[config.mk]
export PLATFORM = sky130hd
export DESIGN_NAME = mixcolumns_iter
export DESIGN_NICKNAME = d
export VERILOG_FILES = /design/src/rtl/mixcolumns_iter.sv
export SDC_FILE = /design/constraint.sdc
export NUM_CORES = 2
export LEC_CHECK = 0
export ABC_AREA = 0
export BUFFER_PORTS_ARGS = -buffer_cell sky130_fd_sc_hd__buf_2
export CAP_MARGIN = 30
export CORE_MARGIN = 4
export CORE_UTILIZATION = 40
export DETAILED_ROUTE_END_ITERATION = 10
export GPL_ROUTABILITY_DRIVEN = 1
export PLACE_DENSITY = 0.69
export SLEW_MARGIN = 30
export SYNTH_ARGS = -nofsm -noshare
export SYNTH_HDL_FRONTEND = slang
export SYNTH_SLANG_ARGS = --single-unit
[constraint.sdc]
create_clock -name clk -period 12.3 [get_ports clk]
set_input_delay 0 -clock clk [delete_from_list [all_inputs] [get_ports clk]]
set_output_delay 0 -clock clk [all_outputs]
set_load 0.01 [all_outputs]
[src/rtl/mixcolumns_iter.sv]
// Iterative AES MixColumns/InvMixColumns with bypass; COLS_PER_CYCLE columns per clock.
// Latency NB/COLS_PER_CYCLE+1 cycles (bypass 1); result held in DONE until o_ready.
module mixcolumns_iter #(
  parameter int NB             = 4,
  parameter int WORD           = 8,
  parameter int COLS_PER_CYCLE = 1
) (
  input  logic                   clk,
  input  logic                   rst,
  input  logic                   i_valid,
  output logic                   i_ready,
  input  logic [NB*4*WORD-1:0]   i_block,
  input  logic                   i_inv,
  input  logic                   i_bypass,
  output logic                   o_valid,
  input  logic                   o_ready,
  output logic [NB*4*WORD-1:0]   o_block,
  output logic                   o_busy
);

  localparam int BW = NB*4*WORD;
  localparam logic [2:0] STEP     = 3'(COLS_PER_CYCLE);
  localparam logic [2:0] LAST_CNT = 3'(NB - COLS_PER_CYCLE);

  generate
    if (NB != 4 || WORD != 8 ||
        !(COLS_PER_CYCLE == 1 || COLS_PER_CYCLE == 2 || COLS_PER_CYCLE == 4)) begin : g_bad_param
      $error("mixcolumns_iter: unsupported NB/WORD/COLS_PER_CYCLE");
    end
  endgenerate

  typedef enum logic [1:0] {IDLE, CALC, DONE} state_t;

  state_t          state_q, state_d;
  logic [BW-1:0]   work_q, work_d;
  logic [BW-1:0]   o_block_q, o_block_d;
  logic            inv_q, inv_d;
  logic [2:0]      cnt_q, cnt_d;
  logic            accept;

  function automatic logic [7:0] xt(input logic [7:0] b);
    return {b[6:0], 1'b0} ^ (b[7] ? 8'h1B : 8'h00);
  endfunction

  // Inverse coefficients decompose as 0E=8^4^2, 0B=8^2^1, 0D=8^4^1, 09=8^1.
  function automatic logic [31:0] mix_col(input logic [31:0] col, input logic inv);
    logic [7:0] a [4];
    logic [7:0] m2 [4];
    logic [7:0] m4 [4];
    logic [7:0] m8 [4];
    logic [31:0] r;
    r = '0;
    for (int i = 0; i < 4; i++) begin
      a[i]  = col[31-8*i -: 8];
      m2[i] = xt(a[i]);
      m4[i] = xt(m2[i]);
      m8[i] = xt(m4[i]);
    end
    for (int i = 0; i < 4; i++) begin
      if (inv)
        r[31-8*i -: 8] = (m8[i] ^ m4[i] ^ m2[i])
                       ^ (m8[(i+1)%4] ^ m2[(i+1)%4] ^ a[(i+1)%4])
                       ^ (m8[(i+2)%4] ^ m4[(i+2)%4] ^ a[(i+2)%4])
                       ^ (m8[(i+3)%4] ^ a[(i+3)%4]);
      else
        r[31-8*i -: 8] = m2[i] ^ m2[(i+1)%4] ^ a[(i+1)%4] ^ a[(i+2)%4] ^ a[(i+3)%4];
    end
    return r;
  endfunction

  assign accept = i_valid & i_ready;

  always_ff @(posedge clk or posedge rst) begin
    if (rst) begin
      state_q   <= IDLE;
      work_q    <= '0;
      o_block_q <= '0;
      inv_q     <= 1'b0;
      cnt_q     <= '0;
    end else begin
      state_q   <= state_d;
      work_q    <= work_d;
      o_block_q <= o_block_d;
      inv_q     <= inv_d;
      cnt_q     <= cnt_d;
    end
  end

  always_comb begin
    state_d   = state_q;
    work_d    = work_q;
    o_block_d = o_block_q;
    inv_d     = inv_q;
    cnt_d     = cnt_q;
    case (state_q)
      CALC: begin
        for (int c = 0; c < NB; c++) begin
          if (3'(c) >= cnt_q && 3'(c) < cnt_q + STEP)
            work_d[BW-1-32*c -: 32] = mix_col(work_q[BW-1-32*c -: 32], inv_q);
        end
        cnt_d = cnt_q + STEP;
        if (cnt_q == LAST_CNT) begin
          state_d   = DONE;
          o_block_d = work_d;
        end
      end
      DONE: begin
        if (o_ready)
          state_d = IDLE;
      end
      default: ;
    endcase
    // A new block may be accepted in IDLE or in the same cycle DONE drains.
    if (accept) begin
      work_d = i_block;
      inv_d  = i_inv;
      cnt_d  = '0;
      if (i_bypass) begin
        state_d   = DONE;
        o_block_d = i_block;
      end else begin
        state_d = CALC;
      end
    end
  end

  always_comb begin
    i_ready = (state_q == IDLE) | ((state_q == DONE) & o_ready);
    o_valid = (state_q == DONE);
    o_busy  = (state_q != IDLE);
  end

  assign o_block = o_block_q;

endmodule
# Word level (Yosys, flattened, before mapping)
# Index checks and enable logic that the tools add are counted.
# W data, S select, Z words.
word_totals:
  rom_bits: 0
  register_bits: 262
  ram_bits: 0
  n_memories: 0
  wordCells: 368
  latchBits: 0
  out_inout_bits: 131
  in_bits: 134
op_classes:
  n_shift: 0
  magnitude_cmp: 8
  n_mux: 81
  bitwise_logic: 259
  mul: 0
  n_reduce_logical: 9
  n_addsub: 1
  eq_ne: 5
  div: 0
ops:
  columns: ["op", "count"]
  rows:
  - ["$xor A8 B8 Y8", 208]
  - ["$mux W128", 6]
  - ["$xor A8 B5 Y8", 48]
  - ["$mux W5", 48]
  - ["$mux W32", 4]
  - ["$mux W8", 16]
  - ["$mux W2", 4]
  - ["$ge A1 B3 Y1 const A", 2]
  - ["$ge A2 B3 Y1 const A", 2]
  - ["$lt A1 B3 Y1 const A", 2]
  - ["$lt A2 B3 Y1 const A", 2]
  - ["$mux W3", 2]
  - ["$logic_and A1 B1 Y1", 4]
  - ["$pmux W2 S2", 1]
  - ["$reduce_bool A2 Y1", 2]
  - ["$add A3 B1 Y3 const B", 1]
  - ["$eq A3 B2 Y1 const B", 1]
  - ["$ne A3 B1 Y1 const B", 1]
  - ["$ne A3 B3 Y1 const B", 1]
  - ["$reduce_and A3 Y1", 1]
  - ["$reduce_bool A3 Y1", 1]
  - ["$and A1 B1 Y1", 2]
  - ["$eq A2 B1 Y1 const B", 1]
  - ["$eq A2 B2 Y1 const B", 1]
  - ["other kinds (2)", 2]

# Logic depth before layout (Yosys ltp)
depth:
  word_depth: 17
  depth_mapped: 10
  mapped_depth_nobuf: 9

# Worst setup path after synthesis
# No wires, ideal clock.
synth_timing:
  path_type: "register -> register"
  start: "register work_q[119]"
  end: "register o_block_q[116] (netlist: o_block[116])"
  setup_time_ns: 0.126
  path_slack_ns: 9.763
  required_ns: 12.174
  path_buffers: 1
  t_arrival_ns: 2.411
  stages_incl_launch_ff: 9
  period_less_slack_ns: 2.537
  path_cell_list: "dfrtp_1 -> buf_4 -> xnor2_1 -> xnor3_1 -> xnor3_1 -> mux2i_1 -> xor2_1 -> a21oi_1 -> a221o_1"
synth_via:
  elab_chain_len: 14
  word_cells_on_any_way: 18
  classes_between: "7 x mux; 11 x bitwise"
synth_lines:
  columns: ["element", "line_no", "rtl"]
  rows:
  - ["start: declaration", "35", "logic [BW-1:0] work_q, work_d;"]
  - ["start signal: assignment", "82", "work_q <= work_d;"]
  - ["$mux W5 *", "42", "return {b[6:0], 1'b0} ^ (b[7] ? 8'h1B : 8'h00);"]
  - ["$xor A8 B5 Y8 *", "42", null]
  - ["$xor A8 B5 Y8", "42", null]
  - ["$xor A8 B8 Y8 (2 in series)", "61", "r[31-8*i -: 8] = (m8[i] ^ m4[i] ^ m2[i])"]
  - ["$xor A8 B8 Y8", "62", "^ (m8[(i+1)%4] ^ m2[(i+1)%4] ^ a[(i+1)%4])"]
  - ["$xor A8 B8 Y8", "63", "^ (m8[(i+2)%4] ^ m4[(i+2)%4] ^ a[(i+2)%4])"]
  - ["$xor A8 B8 Y8", "64", "^ (m8[(i+3)%4] ^ a[(i+3)%4]);"]
  - ["$mux W8 *", "60", "if (inv)"]
  - ["$mux W32 *", "98", "if (3'(c) >= cnt_q && 3'(c) < cnt_q + STEP)"]
  - ["$mux W128 *", "102", "if (cnt_q == LAST_CNT) begin"]
  - ["$mux W128 *", "95", "case (state_q)"]
  - ["$mux W128", "118", "if (i_bypass) begin"]
  - ["$mux W128 *", "114", "if (accept) begin"]
  - ["named net o_block_d[116]", "36", "logic [BW-1:0] o_block_q, o_block_d;"]
  - ["end signal: assignment", "83", "o_block_q <= o_block_d;"]
  - ["end: declaration", "36", null]
# Mark *: on every way through the listed nets, which the timed path passes. The rest lies on a longest branch.
# A chain may end at the register's enable or synchronous reset.

# Final worst setup path
layout_timing:
  start: "register inv_q"
  end: "register work_q[43]"
layout_via:
  elab_chain_len: 4
layout_lines:
  columns: ["element", "line_no", "rtl"]
  rows:
  - ["start: declaration", "37", "logic inv_q, inv_d;"]
  - ["start signal: assignment", "84", "inv_q <= inv_d;"]
  - ["$mux W8", "60", null]
  - ["$mux W32", "98", null]
  - ["$mux W128", "95", null]
  - ["$mux W128", "114", null]
# Every way passes these cells. The select of a mux whose other input is x is not followed.

==> results.json <==
{
  "status": "finished clean",
  "synth_edf_count": 0,
  "htree_levels": 1,
  "ys_top_cells_by_area": "dfrtp_1 (27%), xnor2_1 (20%), xnor3_1 (10%)",
  "cts_setup_buffers": 0,
  "finalNetCount": 2753,
  "synth_area_um2": 24100,
  "rsz0062_at_grt": "no",
  "grt-ovfl-total": 0,
  "synth-seq-cells": 262,
  "power_mw": 2.76,
  "grt_pass1_vias": 19267,
  "synth_top_area_cell": "dfrtp_1",
  "cp_slowest_cell": "dfrtp_4",
  "synthArstFlopShare": 1.00,
  "synth_cell_type_count": 70,
  "syn_to_final_growth_pct": 15.6,
  "synthesis.nets": 2564,
  "tns_ps": 0,
  "clock_path_buffers": 3,
  "final_cell_mix": "xnor2_1 (542), buf_2 (264), dfrtp_1 (261)",
  "hold_viol_final": 0,
  "maxCapViolCount": 0,
  "clk_latency_ps": 600,
  "drive_gt1_frac": 0.156,
  "cts_tree": "built",
  "tightest_slew_ps": 929,
  "antenna_found_initial": 0,
  "coreArea_um2": 59400,
  "synthDominantCellAreaShare": 0.272,
  "wl_per_cell_um": 22.6,
  "yosys_warnings": 0,
  "worst_setup_path_start_kind": "register",
  "cp-end-kind": "register",
  "relSlewSlack": 0.381,
  "ys.flop_type": "dfrtp_1",
  "vias": 19338,
  "port_buffers": 264,
  "hold_path_class": "in -> async",
  "stdcell_count": 3414,
  "initial_utilization": 0.406,
  "pin_count": 265,
  "numCtsBuffers": 31,
  "vias_per_cell": 5.66,
  "rows": 89,
  "max_stage_delay_ps": 890,
  "synth_area_per_cell_um2": 9.92,
  "clkTransAtPathRegs_ps": 70,
  "grt_pass1_wl_um": 119000,
  "first_pass_iters": 6,
  "path_cells": "clkinv_1 > buf_4 > nor2_1 > mux2i_1 > xnor2_1 > a21oi_1 > a221o_1",
  "ys_seq_area_frac": 0.272,
  "routed_wirelength_um": 77100,
  "hpwl_um": 53400,
  "fin_skew_ps": 14.9,
  "regToRegSetupSlack_ps": 9040,
  "gp_congestion": 0.925,
  "power.density_nw_per_um2": 99.2,
  "grtUsageTotal": 0.234,
  "n_antenna_cell": 0,
  "cts_hold_buf": 133,
  "ant_nets": 0,
  "critical_path_class": "reg -> reg",
  "irDropWorstVdd_mv": 0.120,
  "p_leak_nw": 11.8,
  "cts_resized": 0,
  "cts_root_buffer": "clkbuf_16",
  "max_freq_mhz": 307,
  "syn_inst": 2427,
  "fp.dieH_um": 253,
  "dieArea_um2": 64200,
  "finalSetupViolCount": 0,
  "crit_required_ps": 12770,
  "worstPathMaxFanout": 61,
  "die_w_um": 253,
  "arrival_ps": 3730,
  "drt-initial-drc-count": 1739,
  "final_common_cell": "xnor2_1",
  "drc": 0,
  "cts.sinks": 262,
  "dp.cells": 3223,
  "finalCritPeriodShare": 0.265,
  "maxSlewViolCount": 0,
  "grt_start_max_net_pins": 136,
  "period_needed_ps": 3260
}
==> registers in the layout, summed over array words and instances (netlist names) <==
signal / cells
cnt_q: 3
inv_q: 1
o_block: 128
state_q: 2
work_q: 128
==> metal layers <==
metal	share of wire	global-route usage
met2	0.47	0.387
met3	0.066	0.0314
met5	0	0
met1	0.43	0.323
met4	0.031	0.0638
==> where the power goes <==
group | switching, mW | internal (mW) | leakage (nW)
registers | 0.0552 | 0.887 | 2.81
clock network | 0.406 | 0.592 | 0.531
logic | 0.377 | 0.444 | 8.45
total | 0.838 | 1.92 | 11.8
==> logic make-up (layout without fill, tap and decap cells) <==
logic type,count (synthesis),in the layout,share of synthesized area
compound gates,598,598,0.170
xor+xnor,876,876,0.417
fa+ha+maj,3,3,0.00156
buf+inv,271,485,0.0526
flops,262,262,0.272
mux,44,44,0.0187
simple gates,373,373,0.0675
==> final timing paths <==
kind | start | end | depth (start not counted)
min in group clk | i_block[74] | o_block[74] | 4
worst min-delay path | rst | o_block[7] | 3
max in group asynchronous | rst | work_q[43] | 4
worst max register to register | inv_q | work_q[43] | 7
worst min register to register | o_block[105] | o_block[105] | 1
worst max-delay path | inv_q | work_q[43] | 7
==> worst max-delay path, delay by kind of cell (launching register included) <==
kind / cells / cell delay (ps)
AOI/OAI and AO/OA: 2 / 400
xor gates and xnor gates: 1 / 230
and+or+nand+nor: 1 / 140
buffers and inverters: 2 / 1290
muxes: 1 / 120
DFF: 1 / 890
==> stage by stage <==
step / util / hold WS (ps) / cell area, µm² / setup WS (ps)
floorplan: - / 108 / 24100 / 5090
global placement: 0.428 / 230 / 25400 / 9150
detailed placement: 0.428 / 227 / 25400 / 9090
CTS: 0.469 / 133 / 27800 / 9090
global route: 0.469 / 76.9 / 27800 / 8830
finish: 0.469 / 27.4 / 27800 / 9040
==> cell usage after synthesis, drive strengths merged, types with 2 or more instances <==
| library cell | number |
|---|---|
| a21oi | 95 |
| and3 | 3 |
| a211oi | 75 |
| inv | 6 |
| o21a | 11 |
| xnor2 | 565 |
| o22ai | 2 |
| a22o | 2 |
| a31oi | 11 |
| a22oi | 76 |
| nand4 | 2 |
| a211o | 14 |
| o21ai | 179 |
| xnor3 | 116 |
| or4 | 3 |
| xor2 | 166 |
| clkbuf | 169 |
| or2 | 3 |
| a21o | 2 |
| mux2 | 4 |
| ha | 3 |
| nor2b | 10 |
| a221o | 99 |
| nand2b | 9 |
| o31ai | 5 |
| mux2i | 40 |
| dfrtp | 262 |
| o2bb2ai | 2 |
| and2 | 2 |
| a222oi | 3 |
| or3 | 26 |
| o211ai | 9 |
| xor3 | 29 |
| nand3b | 3 |
| nor2 | 139 |
| a221oi | 5 |
| nand2 | 131 |
| buf | 94 |
| nand3 | 7 |
| nor3 | 32 |
==> layout make-up <==
class,count,area (µm²)
clock inverter,19,243
clock buffer,39,846
inverter,7,38.8
tap,773,967
timing repair buffer,420,2850
sequential,262,6560
multi-input combinational,1894,16300
fill,5505,31500
Power figures use the tool's default switching activity.
